File: config.mk
export PLATFORM = sky130hd
export DESIGN_NAME = min_sec_counter
export DESIGN_NICKNAME = d
export VERILOG_FILES = /design/src/rtl/clock_pkg.sv /design/src/rtl/bcd_mod60.sv /design/src/rtl/min_sec_counter.sv
export SDC_FILE = /design/constraint.sdc
export NUM_CORES = 1
export LEC_CHECK = 0
export CORE_ASPECT_RATIO = 1.1
export CORE_MARGIN = 3
export CORE_UTILIZATION = 40
export DETAILED_ROUTE_END_ITERATION = 8
export PLACE_DENSITY = 0.65
export RECOVER_POWER = 100
export SETUP_SLACK_MARGIN = 0.15
export SLEW_MARGIN = 20
export SYNTH_ARGS = -nofsm -noshare
export SYNTH_HDL_FRONTEND = slang
export SYNTH_SLANG_ARGS = --single-unit
File: constraint.sdc
create_clock -name clkin -period 1.8 [get_ports clkin]
set_input_delay 0.36 -clock clkin [delete_from_list [all_inputs] [get_ports clkin]]
set_output_delay 0.36 -clock clkin [all_outputs]
set_load 0.005 [all_outputs]
File: src/rtl/clock_pkg.sv
// rtl/clock_pkg.sv - shared mode encodings and BCD helpers for the clock timebase
package clock_pkg;

   localparam logic [1:0] MODE_RUN     = 2'b00;
   localparam logic [1:0] MODE_SET_MIN = 2'b01;
   localparam logic [1:0] MODE_SET_HR  = 2'b10;

   localparam logic [7:0] BCD_MAX59 = 8'h59;

   // Next value of a two-digit BCD counter that runs 00..59; anything at or
   // above 59 folds back to 00 so a corrupted value heals on the next step.
   function automatic logic [7:0] bcd_inc59(input logic [7:0] v);
      logic [3:0] tens;
      logic [3:0] units;
      tens  = v[7:4];
      units = v[3:0];
      if (v >= BCD_MAX59 || tens > 4'd5) begin
         return 8'h00;
      end else if (units >= 4'd9) begin
         return {tens + 4'd1, 4'd0};
      end else begin
         return {tens, units + 4'd1};
      end
   endfunction

endpackage

File: src/rtl/bcd_mod60.sv
// rtl/bcd_mod60.sv - two-digit BCD modulo-60 counter with clear and enable
module bcd_mod60
   import clock_pkg::*;
(
   input  logic       clkin,
   input  logic       reset,
   input  logic       en,
   input  logic       clr,
   output logic [7:0] value,
   output logic       wrap
);

   // Carry-out fires on the step that takes 59 back to 00.
   assign wrap = en && (value == BCD_MAX59);

   // Counter register: reset, then clear, then increment.
   always_ff @(posedge clkin) begin
      if (!reset) begin
         value <= 8'h00;
      end else if (clr) begin
         value <= 8'h00;
      end else if (en) begin
         value <= bcd_inc59(value);
      end
   end

endmodule

File: src/rtl/min_sec_counter.sv
// rtl/min_sec_counter.sv - 1 Hz timebase with BCD seconds/minutes and time-set FSM
module min_sec_counter
   import clock_pkg::*;
#(
   parameter int TICK_DIV = 50_000_000
) (
   input  logic       clkin,
   input  logic       reset,
   input  logic       set_btn,
   input  logic       inc_btn,
   output logic [7:0] sec,
   output logic [7:0] min,
   output logic [1:0] mode,
   output logic       sec_tick,
   output logic       hr_adv
);

   localparam int PW = $clog2(TICK_DIV);
   localparam logic [PW-1:0] PRESC_MAX = PW'(TICK_DIV - 1);

   logic [PW-1:0] presc;
   logic          set_hist;
   logic          inc_hist;
   logic          set_edge;
   logic          inc_edge;
   logic          tick;
   logic          run_tick;
   logic          sec_en;
   logic          sec_clr;
   logic          sec_wrap;
   logic          min_en;
   logic          min_wrap;
   logic          hr_nxt;
   logic [1:0]    mode_nxt;

   assign set_edge = set_btn && !set_hist;
   assign inc_edge = inc_btn && !inc_hist;

   // A mode change on the same edge as a tick swallows the tick.
   assign tick     = (mode == MODE_RUN) && (presc == PRESC_MAX);
   assign run_tick = tick && !set_edge;

   // Leaving RUN for SET_MIN zeroes the seconds.
   assign sec_en  = run_tick;
   assign sec_clr = set_edge && (mode == MODE_RUN);

   // Minutes step on a seconds carry in RUN or on an increment press in SET_MIN.
   assign min_en = (run_tick && sec_wrap) ||
                   ((mode == MODE_SET_MIN) && inc_edge && !set_edge);

   // Hours advance on the 59:59 rollover, or on an increment press in SET_HR.
   assign hr_nxt = (run_tick && min_wrap) ||
                   ((mode == MODE_SET_HR) && inc_edge && !set_edge);

   // Mode sequencing; the unused encoding drops straight back to RUN.
   always_comb begin
      mode_nxt = mode;
      case (mode)
         MODE_RUN:     if (set_edge) mode_nxt = MODE_SET_MIN;
         MODE_SET_MIN: if (set_edge) mode_nxt = MODE_SET_HR;
         MODE_SET_HR:  if (set_edge) mode_nxt = MODE_RUN;
         default:      mode_nxt = MODE_RUN;
      endcase
   end

   // Button history starts at 1 so a button held through reset is not an edge.
   always_ff @(posedge clkin) begin
      if (!reset) begin
         set_hist <= 1'b1;
         inc_hist <= 1'b1;
      end else begin
         set_hist <= set_btn;
         inc_hist <= inc_btn;
      end
   end

   // Prescaler: runs only in RUN, restarts on every mode change.
   always_ff @(posedge clkin) begin
      if (!reset) begin
         presc <= '0;
      end else if (set_edge || mode != MODE_RUN) begin
         presc <= '0;
      end else if (presc == PRESC_MAX) begin
         presc <= '0;
      end else begin
         presc <= presc + 1'b1;
      end
   end

   // Mode register and registered pulse outputs.
   always_ff @(posedge clkin) begin
      if (!reset) begin
         mode     <= MODE_RUN;
         sec_tick <= 1'b0;
         hr_adv   <= 1'b0;
      end else begin
         mode     <= mode_nxt;
         sec_tick <= run_tick;
         hr_adv   <= hr_nxt;
      end
   end

   bcd_mod60 u_sec (
      .clkin (clkin),
      .reset (reset),
      .en    (sec_en),
      .clr   (sec_clr),
      .value (sec),
      .wrap  (sec_wrap)
   );

   bcd_mod60 u_min (
      .clkin (clkin),
      .reset (reset),
      .en    (min_en),
      .clr   (1'b0),
      .value (min),
      .wrap  (min_wrap)
   );

endmodule

==> results of run 1 <==
-- cell type report --
type                    instances  area [um^2]
clock buffers                   8         90.1
fillers                       477         2150
inverters                      15         58.8
multi-input cells             206         1520
flip-flops and latches         48          986
well taps                      75         93.8
repair buffers                 80          708
-- state kept, by name, indices dropped and copies added (netlist names) --
name,count
u_min.value,8
set_hist,1
sec_tick,1
presc,26
mode,2
u_sec.value,8
hr_adv,1
inc_hist,1
-- routing by layer --
metal | up-vias | wire (um)
li1 | 1136 | -
met1 | 1037 | 2640
met2 | 33 | 2800
met3 | 6 | 181
met4 | 0 | 72
met5 | - | 0
-- synth_stat cells, drive strengths merged (2+ instances only) --
| cell | n | area (um^2) |
|---|---|---|
| nand3 | 16 | 80.1 |
| nand4bb | 3 | 33.8 |
| nand4 | 13 | 81.3 |
| nor4 | 2 | 18.8 |
| dfxtp | 48 | 961 |
| nor3 | 7 | 45.0 |
| clkbuf | 2 | 7.51 |
| xnor2 | 8 | 70.1 |
| xor2 | 17 | 149 |
| o21ai | 5 | 25.0 |
| and4b | 2 | 20.0 |
| nor2b | 4 | 25.0 |
| buf | 3 | 15.0 |
| nand2b | 4 | 32.5 |
| nand4b | 3 | 26.3 |
| and4 | 2 | 17.5 |
| a21oi | 8 | 40.0 |
| ha | 13 | 163 |
| o311ai | 2 | 17.5 |
| nand2 | 18 | 67.6 |
| nor2 | 42 | 158 |
| inv | 15 | 56.3 |
| o22ai | 4 | 25.0 |
| a31oi | 3 | 18.8 |
| and3 | 13 | 81.3 |
| nor4b | 2 | 17.5 |
-- worst register-to-register path: cells and delay by family, from the launching register on --
family | cells | cell delay [ns]
buffers and inverters | 2 | 0.25
flip-flops | 1 | 0.34
AO/OA/AOI/OAI | 3 | 0.87
adder cells (fa/ha/maj) | 1 | 0.13
AND/OR/NAND/NOR | 2 | 0.13
-- final timing paths --
path                                    start                           to  slack [ns]
setup / recovery  u_sec.value[0]$_SDFFE_PP0P_  u_sec.value[2]$_SDFFE_PP0P_      -0.003
hold / removal    u_min.value[7]$_SDFFE_PN0P_  u_min.value[7]$_SDFFE_PN0P_        0.51
setup reg to reg  u_sec.value[0]$_SDFFE_PP0P_  u_sec.value[2]$_SDFFE_PP0P_      -0.003
hold reg to reg   u_min.value[7]$_SDFFE_PN0P_  u_min.value[7]$_SDFFE_PN0P_        0.51
-- cell families after synthesis --
kind of cell / after synthesis / synth area share (%)
adders and majority gates: 13 / 6.78
xor gates and xnor gates: 25 / 9.12
AOI/OAI and AO/OA: 33 / 10.1
buffers and inverters: 20 / 3.28
and+or+nand+nor: 135 / 30.7
DFF: 48 / 40.0
-- per-stage QoR --
stage / utilization, % / instance area (um^2)
2_1_floorplan: - / 2450
3_3_place_gp: 55.4 / 3110
3_5_place_dp: 55.4 / 3110
4_1_cts: 58.3 / 3270
5_1_grt: 61.6 / 3450
6_report: 61.6 / 3450
-- where the power goes --
part | total [mW] | internal [mW] | switching (mW)
clock | 0.659 | 0.314 | 0.345
combinational | 0.104 | 0.0489 | 0.0548
sequential | 1.08 | 1.07 | 0.00810
total | 1.84 | 1.43 | 0.408
-- what timing repair did --
action                                  CTS  global route
pin swaps                                 8            15
gates cloned                              0             1
buffers inserted                          5             5
endpoints found under the setup margin   21            54
resized for setup                        15            47
==> results by stage, run 1 <==
Clock tree:
- For this design, the CTS-stage hold fixing added 0 buffers.
- The total number of H-tree levels is 2.
- After clock tree synthesis, the clock-pin slew on the worst setup and hold paths is 0.09 ns.
- The CTS root buffer is sky130_fd_sc_hd__clkbuf_8.
- The TritonCTS buffer count is 5.
- TritonCTS built the clock tree.
- The clock latency reported for the late side of the worst-skew pair is 0.30 ns.
- The CTS sink count is 48.
- The number of buffers on the longest clock path is 2.

Synth:
- The synthesized area per cell is 8.76 um^2.
- The number of nets in the synthesized netlist is a little under 300.
- The number of synthesized register bits is 48.
- In this run, synthesis inferred 0 flip-flops with an integrated enable.
- The share of flip-flops with an asynchronous set or reset is 0%.
- The most frequently used flop master after synthesis is sky130_fd_sc_hd__dfxtp_1.
- The cell area after synthesis is roughly 2400 um^2.
- The number of library cell types mapped by synthesis is 46.
- The synthesized instance count is approximately 270.
- The number of warning messages in the yosys log is 0.
- Summing the sequential cell areas from Yosys gives 40.0% of the chip area.

Critical path:
- The count of buffering cells on the critical path with inverters included is 2.
- The signal on the critical path passes through inv_2 -> ha_4 -> nand2b_4 -> a311o_1 -> a2111oi_4 -> buf_6 -> nand3b_1 -> a31oi_1.
- The peak fanout along the critical path is 7.
- The classification of the worst setup path is reg -> reg.
- In this run the number of cells on the critical path is 8.
- The critical path arrival is ~2 ns.
- On the critical path, the stage with the largest delay is an instance of sky130_fd_sc_hd__a311o_1.
- The data required time of the critical path is between 2 and 2.5 ns.
- The worst setup path is launched from a flop.
- The category of the worst setup path capture point is a flop.
- The worst register-to-register path has a depth of 8.
- The kind of cell with the highest combined delay along the critical path is compound AO/OA/AOI/OAI gates.
- On the worst path, the slowest cell contributes a delay of slightly below 0.4 ns.

Timing:
- In this run the tightest slew margin relative to its limit is 68.5%.
- The count of pins over their slew limit is 0.
- The setup skew after layout is 0.00494 ns.
- The slew at the pin with the worst max-slew slack is 0.471 ns.
- The maximum clock frequency is 555 MHz.
- The final-layout setup total negative slack is -0.00306 ns.
- Across all hold checks on the routed design, the worst slack comes to around 0.51 ns.
- The post-route fraction of the period consumed by the critical path is 100%.
- The routed design could run at a clock period as short as 1.80 ns.
- The worst-case setup margin in the final layout is -0.00306 ns.
- Setup violations remaining at the end of the flow were counted as 1.
- Setup repair after global routing could not meet its margin everywhere.
- The final number of hold-violating endpoints is 0.

Layout:
- The proportion of layout cells with a drive suffix above 1 is between 30% and 40%.
- In the layout the commonest cells are 47 x sky130_fd_sc_hd__buf_4, 38 x sky130_fd_sc_hd__nor2_1, 28 x sky130_fd_sc_hd__dfxtp_1.
- The final layout contains 373 nets.
- Leaving out fill and tap cells, the most frequent cell in the layout is sky130_fd_sc_hd__buf_4.
- Relative to the synthesized area, the layout overhead comes to 43.8%.
- The number of standard cells in the final layout excluding fillers is ~430.
- 0 antenna diodes ended up in the layout.

GRT:
- Global routing used 16.3% of the available tracks across all layers.
- The initial antenna violation count is 0.
- The maximum number of pins on one net before global-route repair is 27.
- The number of global-route vias before repair is 1989.
- The met1 demand-to-capacity share in global routing is about a fifth.
- Global routing consumed, on the met3 layer, 3.21% of the routing resources.
- The met2 usage in global routing is 27.3%.
- The first global-routing pass estimated 8990 um of wire.
- The total overflow reported by the global router is 0.
- The layer flagged by global routing as most heavily used is met2.

Pwr:
- The total power density per cell area is 534 nW/um^2.
- Across the VDD grid, the largest voltage drop is 453 uV.
- The post-route total power is around 1.8 mW.
- The cell leakage power is 1.42 nW.

Drt:
- The first routing iteration left 113 violations.
- The total routed wirelength is 5700 um.
- The pre-antenna-repair detailed-routing pass consisted of 4 iterations.
- The average wire per cell in the routed design is roughly 13 um.
- In the routed design, unresolved DRC markers number 0.
- For this block, the via count after detailed routing is 2212.
- Using the TritonRoute via totals, the vias-per-cell ratio works out to 5.12.
- The count of nets left with antenna violations once routing finished came out at 0.

Die:
- The die height is 87.2 um.
- The number of top-level pins is 24.
- The starting density of the core is 42.8%.
- Row generation in the floorplan step produced 28 rows.
- The overall die width is 79.9 um.
- The floorplan step defined a core boundary enclosing 5610 um^2.
- The total die area is 6970 um^2.

Placement:
- The number of placed instances, taps included, is 413.
- The half-perimeter wire length of the detailed placement result is 4070 um.
- The routability congestion estimate from global placement is 0.822.
- The setup slack after placement is -0.166 ns.
- Port buffering added 23 buffers.

Outcome:
- The run finished, with violations left.
- The checks that failed: negative setup slack.

Min path:
- The hold-critical path depth is 1.
- The min-delay analysis places its worst path in the category reg -> reg.

Job:
- Max-cap violations in this run came to 0.
(Power assumes the default switching activity.)
==> run 2, diff against run 1 <==
- CORE_ASPECT_RATIO: 1.1 -> default
==> run 2 against run 1 <==
The run still ends with negative setup slack left. Worst setup slack lost 0.022 ns. Power grew 8.7%. Sequential power is essentially flat. Core utilization grew 3.0 points. Count of clock-buffer cells in the layout shrank 2. Critical path type unchanged. Critical endpoint unchanged. Largest cell class unchanged.
==> results by stage, run 2 (synthesis results as in run 1) <==
Drt:
- The number of search-and-repair iterations in the first detailed-routing pass is 4 (unchanged).
- The detailed-route vias per instance is 5.27 (+2.8%).
- The total routed wirelength is 5920 um (+3.8%).
- The post-route antenna net violation count is 0 (unchanged).
- The count of unresolved DRC violations after routing is 0 (unchanged).
- The average wire per cell in the routed design is 13.7 um (+3.8%).
- The initial detailed-routing violation count is 57 (-50%).
- The via count was 2275 (+2.8%).

Layout:
- The relative area change from synthesis to final layout is 51.9%.
- The number of antenna diodes is 0 (unchanged).
- The number of flip-flops in the largest register is 26 (unchanged).
- The register with the highest flop count is presc.
- The final-stage net count was 376 (+0.80%).
- The most common library cell in the layout ignoring fill and taps is sky130_fd_sc_hd__buf_4.
- In the final layout, the registers with the most flip-flops are presc x26, u_min.value x8, u_sec.value x8.
- The proportion of layout cells with a drive suffix above 1 was 36.9% (+4.5 points).
- The top cell types in the final layout, fill and taps aside, are 47 x sky130_fd_sc_hd__buf_4, 27 x sky130_fd_sc_hd__nor2_1, 26 x sky130_fd_sc_hd__dfxtp_1.
- The post-layout utilization of the core came to 64.6% (+3.0 points).

Outcome:
- The run finished, with violations left.
- The final reports fail on negative setup slack.

Clock tree:
- The clock-pin slew reported for the worst setup and hold paths after clock tree synthesis is 0.09 ns (about the same).
- The CTS sink count came to 48 (unchanged).
- The clock latency reported for the late side of the worst-skew pair is 0.30 ns (about the same).
- The total number of H-tree levels is 2 (unchanged).
- The TritonCTS buffer count came to 5 (unchanged).
- The number of buffers on the longest clock path is 2 (unchanged).
- The CTS tree is done.
- The CTS root buffer is sky130_fd_sc_hd__clkbuf_8.

Critical path:
- The critical path arrival is 2.06 ns (+0.03 ns).
- The data required time of the critical path was 2.04 ns (about the same).
- The peak fanout along the critical path came to 7 (unchanged).
- STA classifies the critical path startpoint as a flop.
- The critical path is of the reg -> reg type.
- The category of the worst setup path capture point is a flop.

Die:
- The starting density of the core was 42.5% (-0.28 points).
- The overall die width is 83.5 um (+4.5%).
- The number of core rows is 27 (-3.6%).
- The number of top-level pins is 24 (unchanged).
- The core area came to 5640 um^2 (+0.65%).
- The total die area is 6960 um^2 (about the same).
- The die height was 83.5 um (-4.3%).

Placement:
- The number of port buffers is 23 (unchanged).
- The half-perimeter wire length of the detailed placement result is 3940 um (-3.2%).
- The routability congestion estimate from global placement is 0.833 (+1.4%).
- The setup slack after placement is -0.0976 ns (+0.0689 ns).

Min path:
- The path class of the tightest hold or removal check is reg -> reg.

Pwr:
- The total power density per cell area is 550 nW/um^2 (+3.0%).
- The cell leakage power came to 1.50 nW (+5.1%).
- The maximum ir drop on the vdd rail is 402 uV (-11%).

Timing:
- The post-route fraction of the period consumed by the critical path was 101% (+1.2 points).
- The worst relative slew slack came to 77.0% (+8.6 points).
- The slew at the pin with the worst max-slew slack came to 0.344 ns (-0.128 ns).
- The setup skew after layout is 0.0110 ns (+0.00603 ns).
- The count of pins over their slew limit came to 0 (unchanged).
- The final critical path time including I/O delays and setup is 1.83 ns (+0.0220 ns).
- The setup-violating endpoint count in the final report came to 1 (unchanged).
- The worst-case setup margin in the final layout is -0.0251 ns (-0.0220 ns).
- The final number of hold-violating endpoints was 0 (unchanged).
- Setup repair after global routing could not meet its margin everywhere.
- The maximum clock frequency is 548 MHz (-1.2%).
- The worst hold slack was 0.527 ns (+0.0183 ns).

GRT:
- The number of global-route vias before repair is 2102 (+5.7%).
- The global-route wire length before repair is 9560 um (+6.4%).
- The maximum number of pins on one net before global-route repair was 15 (-44%).
- The initial antenna violation count is 0 (unchanged).
- The overall fraction of global-route tracks in use is 16.4% (+0.17 points).
- The total overflow reported by the global router is 0 (unchanged).

Job:
- The number of max-cap violations is 0 (unchanged).
## run 2: cell types whose count changed in the layout (fill, tap and decap cells not counted), sizes merged
| cell | change |
|---|---|
| bufbuf | +2 |
| clkbuf | -2 |
| buf | +1 |
| bufinv | +1 |
| clkdlybuf4s50 | +1 |
| clkinv | +1 |
| dlygate4sd2 | -1 |
## run 2: layout make-up
type / count / area (um^2)
Sequential cell: 48 / 991
Inverter: 15 / 58.8
Multi-Input combinational cell: 206 / 1610
Clock inverter: 2 / 35.0
Clock buffer: 6 / 72.6
Timing Repair Buffer: 83 / 792
Fill cell: 439 / 2000
Tap cell: 72 / 90.1
## run 2: power breakdown
part	switching, mW	internal (mW)
registers	0.0101	1.07
clock network	0.356	0.413
logic	0.0684	0.0851
## run 2: path summary, 6_finish.rpt
check                              start                     endpoint  slack (ns)  cells past startpoint
min          u_min.value[1]$_SDFFE_PN0P_  u_min.value[1]$_SDFFE_PN0P_        0.53                      2
max          u_sec.value[5]$_SDFFE_PP0P_  u_sec.value[2]$_SDFFE_PP0P_       -0.03                      7
max reg2reg  u_sec.value[5]$_SDFFE_PP0P_  u_sec.value[2]$_SDFFE_PP0P_       -0.03                      7
min reg2reg  u_min.value[1]$_SDFFE_PN0P_  u_min.value[1]$_SDFFE_PN0P_        0.53                      2
## run 2: critical path, cell delays in order (launching register included)
cell and delay, ns:
sky130_fd_sc_hd__dfxtp_2 0.36, sky130_fd_sc_hd__inv_4 0.05, sky130_fd_sc_hd__ha_4 0.16, sky130_fd_sc_hd__a311o_1 0.42, sky130_fd_sc_hd__a2111oi_4 0.33, sky130_fd_sc_hd__buf_6 0.18
sky130_fd_sc_hd__nand4bb_1 0.10, sky130_fd_sc_hd__a31oi_1 0.15
## run 2: what timing repair did
item / CTS / global route
hold buffers: 0 / 0
buffers inserted: 10 / 4
cloned: 3 / 0
pin swaps: 31 / 7
resized for setup: 29 / 53
endpoints found under the hold margin: 0 / 0
setup endpoints to repair: 45 / 52
## run 2: per-layer routing
layer	vias up	track usage, %	wire length [um]
met5	-	0	0
met4	0	4.39	44
met3	6	4.24	234
met2	43	28.1	3030
met1	1085	20.5	2600
li1	1141	-	-
## run 2: through the flow
stage / cell area (um^2) / power [mW] / instances / TNS [ns]
global route: 3640 / 2.09 / 432 / -0.556
detailed placement: 3080 / 1.20 / 407 / -0.659
CTS: 3440 / 2.02 / 428 / 0
finish: 3640 / 2.00 / 432 / -0.0251
global placement: 3080 / 1.20 / 407 / -0.249
floorplan: 2450 / 1.15 / 274 / 0
==> run 3, diff against run 2 <==
- CORE_UTILIZATION: 40 -> 45
- PLACE_DENSITY: 0.65 -> 0.71
==> run 3 against run 2 <==
The flow still finishes with violations (negative setup slack). Global-route usage is 2.2 points higher. Non-clock buffer count shrank 1. Highest routed layer unchanged. Wire length shrank 2.7%. Clock skew down 0.00059 ns. Final cell count shrank 1.4%. Largest power group unchanged. Worst setup slack worse by 0.014 ns.
==> results by stage, run 3 (synthesis results as in run 1) <==
Pwr:
- The total power density per cell area is 534 nW/um^2 (-2.8%).
- The cell leakage power is 1.42 nW (-5.0%).
- The logic gate share of total power is 5.7% (-2.0 points).
- The post-route total power is 1.84 mW (-8.2%).
- The sequential share of power is 58.5% (+4.5 points).
- The cell-internal power was 1.43 mW (-8.7%).
- The switching fraction of total power is 22.1% (+0.37 points).
- The maximum ir drop on the vdd rail is 443 uV (+10%).
- The power spent charging and discharging nets is 406 uW (-6.7%).
- The share of power burned in the clock network is 35.8% (-2.6 points).

Layout:
- The post-layout utilization of the core is 69.6% (+5.0 points).
- The library cell used most frequently in the layout, excluding fill and tap cells, is sky130_fd_sc_hd__buf_4.
- In the final layout, the registers with the most flip-flops are presc x26, u_min.value x8, u_sec.value x8.
- The number of standard cells in the final layout excluding fillers is 426 (-1.4%).
- The number of antenna diodes is 0 (unchanged).
- Counting flops per register, the top entry is presc.
- The final-stage net count is 375 (-0.27%).
- The relative area change from synthesis to final layout is 43.4%.
- The number of flip-flops in the largest register is 26 (unchanged).
- The proportion of layout cells with a drive suffix above 1 came to 31.8% (-5.2 points).
- Leaving out fill and tap cells, the most frequent cells in the layout are 54 x sky130_fd_sc_hd__buf_4, 39 x sky130_fd_sc_hd__nor2_1, 31 x sky130_fd_sc_hd__dfxtp_1.

Clock tree:
- The CTS root buffer is sky130_fd_sc_hd__clkbuf_8.
- The clock-pin slew reported for the worst setup and hold paths after clock tree synthesis is 0.08 ns (about the same).
- The total number of H-tree levels is 2 (unchanged).
- The number of buffers on the longest clock path is 2 (unchanged).
- The clock latency reported for the late side of the worst-skew pair is 0.30 ns (about the same).
- The TritonCTS buffer count came to 5 (unchanged).
- The CTS tree is done.
- The count of hold buffers inserted by post-cts repair is 0 (unchanged).
- The CTS sink count is 48 (unchanged).

Placement:
- The setup slack after placement was -0.0736 ns (+0.0240 ns).
- The number of port buffers was 23 (unchanged).
- The half-perimeter wire length of the detailed placement result is 4010 um (+1.8%).
- The routability congestion estimate from global placement is 0.862 (+3.5%).
- The number of cells after detailed placement came to 405 (-0.49%).

GRT:
- The global-route wire length before repair is 9490 um (-0.79%).
- The number of global-route vias before repair is 2130 (+1.3%).
- The overall fraction of global-route tracks in use is 18.6% (+2.2 points).
- The total overflow reported by the global router was 0 (unchanged).
- The initial antenna violation count is 0 (unchanged).
- The maximum number of pins on one net before global-route repair came to 27 (+12).

Drt:
- The count of unresolved DRC violations after routing is 0 (unchanged).
- The total routed wirelength was 5760 um (-2.7%).
- The number of search-and-repair iterations in the first detailed-routing pass is 4 (unchanged).
- The average wire per cell in the routed design is 13.5 um (-1.4%).
- The detailed-route vias per instance was 5.27 (+0.12%).
- The via count is 2246 (-1.3%).
- The post-route antenna net violation count is 0 (unchanged).
- The initial detailed-routing violation count is 67 (+18%).

Timing:
- The maximum clock frequency was 544 MHz (-0.77%).
- The setup-violating endpoint count in the final report is 3 (+2).
- The count of pins over their slew limit is 0 (unchanged).
- The final critical path time including I/O delays and setup is 1.84 ns (+0.0141 ns).
- The post-route fraction of the period consumed by the critical path is 102% (+0.78 points).
- The slew at the pin with the worst max-slew slack is 0.430 ns (+0.0864 ns).
- The setup skew after layout is 0.0104 ns (-0.000586 ns).
- The worst relative slew slack came to 71.2% (-5.8 points).
- The final number of hold-violating endpoints came to 0 (unchanged).
- The worst-case setup margin in the final layout is -0.0392 ns (-0.0141 ns).
- Setup repair after global routing could not meet its margin everywhere.

Critical path:
- The setup slack of the most critical reg-to-reg path is -0.04 ns (about the same).
- The number of cell instances on the worst register-to-register path came to 9 (+2).
- STA classifies the critical path endpoint as a flop.
- The peak fanout along the critical path is 3 (-4).
- The kind of start point of the critical path is a flop.
- The data required time of the critical path is 2.02 ns (-0.02 ns).
- The classification of the worst setup path is reg -> reg.
- In this run the critical register-to-register path is launched from u_sec.value[0]$_SDFFE_PP0P_.
- The endpoint of the worst-slack reg-to-reg timing path is u_sec.value[6]$_SDFFE_PP0P_.
- The critical path arrival was 2.06 ns (about the same).

Min path:
- The min-delay analysis places its worst path in the category reg -> reg.
- The start point of the worst hold path is presc[0]$_SDFF_PP0_.
- The hold-critical path depth came to 2 (unchanged).
- The path with the worst hold slack has its endpoint at presc[0]$_SDFF_PP0_.

Die:
- The overall die width came to 79.0 um (-5.3%).
- The number of top-level pins was 24 (unchanged).
- The core area is 4940 um^2 (-12%).
- The starting density of the core is 48.6% (+6.0 points).
- The die height is 79.0 um (-5.3%).
- The total die area is 6240 um^2 (-10%).
- The number of core rows is 25 (-7.4%).

Job:
- The number of max-cap violations is 0 (unchanged).

Outcome:
- The flow ran to the end, but the final reports show violations.
- The checks that failed: negative setup slack.
[run 3: cell count changes in the layout (fill, tap and decap cells not counted), sizes merged]
cell,before,now
bufbuf,2,0
bufinv,1,0
clkbuf,6,9
clkdlybuf4s50,17,14
clkinv,1,0
dlygate4sd3,0,2
dlymetal6s2s,5,6
[run 3: metrics by stage]
stage	area, um^2	hold WS, ns	setup TNS (ns)
2_1_floorplan	2450	0.418	0
3_3_place_gp	3100	0.490	-0.128
3_5_place_dp	3100	0.497	-0.634
4_1_cts	3290	0.520	0
5_1_grt	3440	0.521	-1.03
6_report	3440	0.497	-0.0769
[run 3: cell type report]
| cell class | count | area (um^2) |
|---|---|---|
| clock buffer | 8 | 90.1 |
| fill | 404 | 1500 |
| inverter | 15 | 61.3 |
| multi-input combinational | 206 | 1510 |
| sequential | 48 | 987 |
| tap | 67 | 83.8 |
| timing repair buffer | 82 | 707 |
[run 3: power by group through the flow]
stage          registers (mW)  clock network (mW)  logic (mW)
2_1_floorplan            1.10                   0      0.0481
3_3_place_gp             1.10                   0       0.104
3_5_place_dp             1.10                   0       0.104
4_1_cts                  1.07               0.684       0.106
5_1_grt                  1.08               0.729       0.116
6_report                 1.07               0.659       0.105
[run 3: repair_timing]
action | in CTS | in global routing
setup buffers | 5 | 8
endpoints found under the setup margin | 23 | 35
pin swaps | 8 | 16
gates cloned | 0 | 0
resized for setup | 22 | 33
endpoints found under the hold margin | 0 | 0
[run 3: how the worst max path moves through the flow]
stage                                      from                          end  slack, ns  cells after the start
floorplan           u_sec.value[5]$_SDFFE_PP0P_  u_sec.value[2]$_SDFFE_PP0P_       0.11                      6
global placement                        set_btn  u_min.value[7]$_SDFFE_PN0P_      -0.04                      6
detailed placement                      set_btn  u_min.value[7]$_SDFFE_PN0P_      -0.07                      6
CTS                 u_min.value[1]$_SDFFE_PN0P_  u_min.value[6]$_SDFFE_PN0P_       0.02                      7
global route        u_sec.value[5]$_SDFFE_PP0P_  u_sec.value[2]$_SDFFE_PP0P_      -0.12                      7
finish              u_sec.value[0]$_SDFFE_PP0P_  u_sec.value[6]$_SDFFE_PP0P_      -0.04                      9
[run 3: critical path, stage by stage, from the launching register on]
cell	delay, ns
sky130_fd_sc_hd__dfxtp_4	0.37
sky130_fd_sc_hd__inv_4	0.06
sky130_fd_sc_hd__ha_4	0.13
sky130_fd_sc_hd__nand2b_4	0.05
sky130_fd_sc_hd__a311o_1	0.36
sky130_fd_sc_hd__buf_4	0.16
sky130_fd_sc_hd__a211oi_4	0.24
sky130_fd_sc_hd__buf_4	0.17
sky130_fd_sc_hd__nand3_1	0.08
sky130_fd_sc_hd__a21oi_1	0.14
[run 3: layer usage]
| metal | global-route usage (%) | share of wire [%] | vias up |
|---|---|---|---|
| met3 | 3.06 | 3.3 | 9 |
| met5 | 0 | 0 | - |
| met2 | 31.6 | 47 | 39 |
| li1 | - | - | 1143 |
| met1 | 24.0 | 48 | 1055 |
| met4 | 6.36 | 1.7 | 0 |
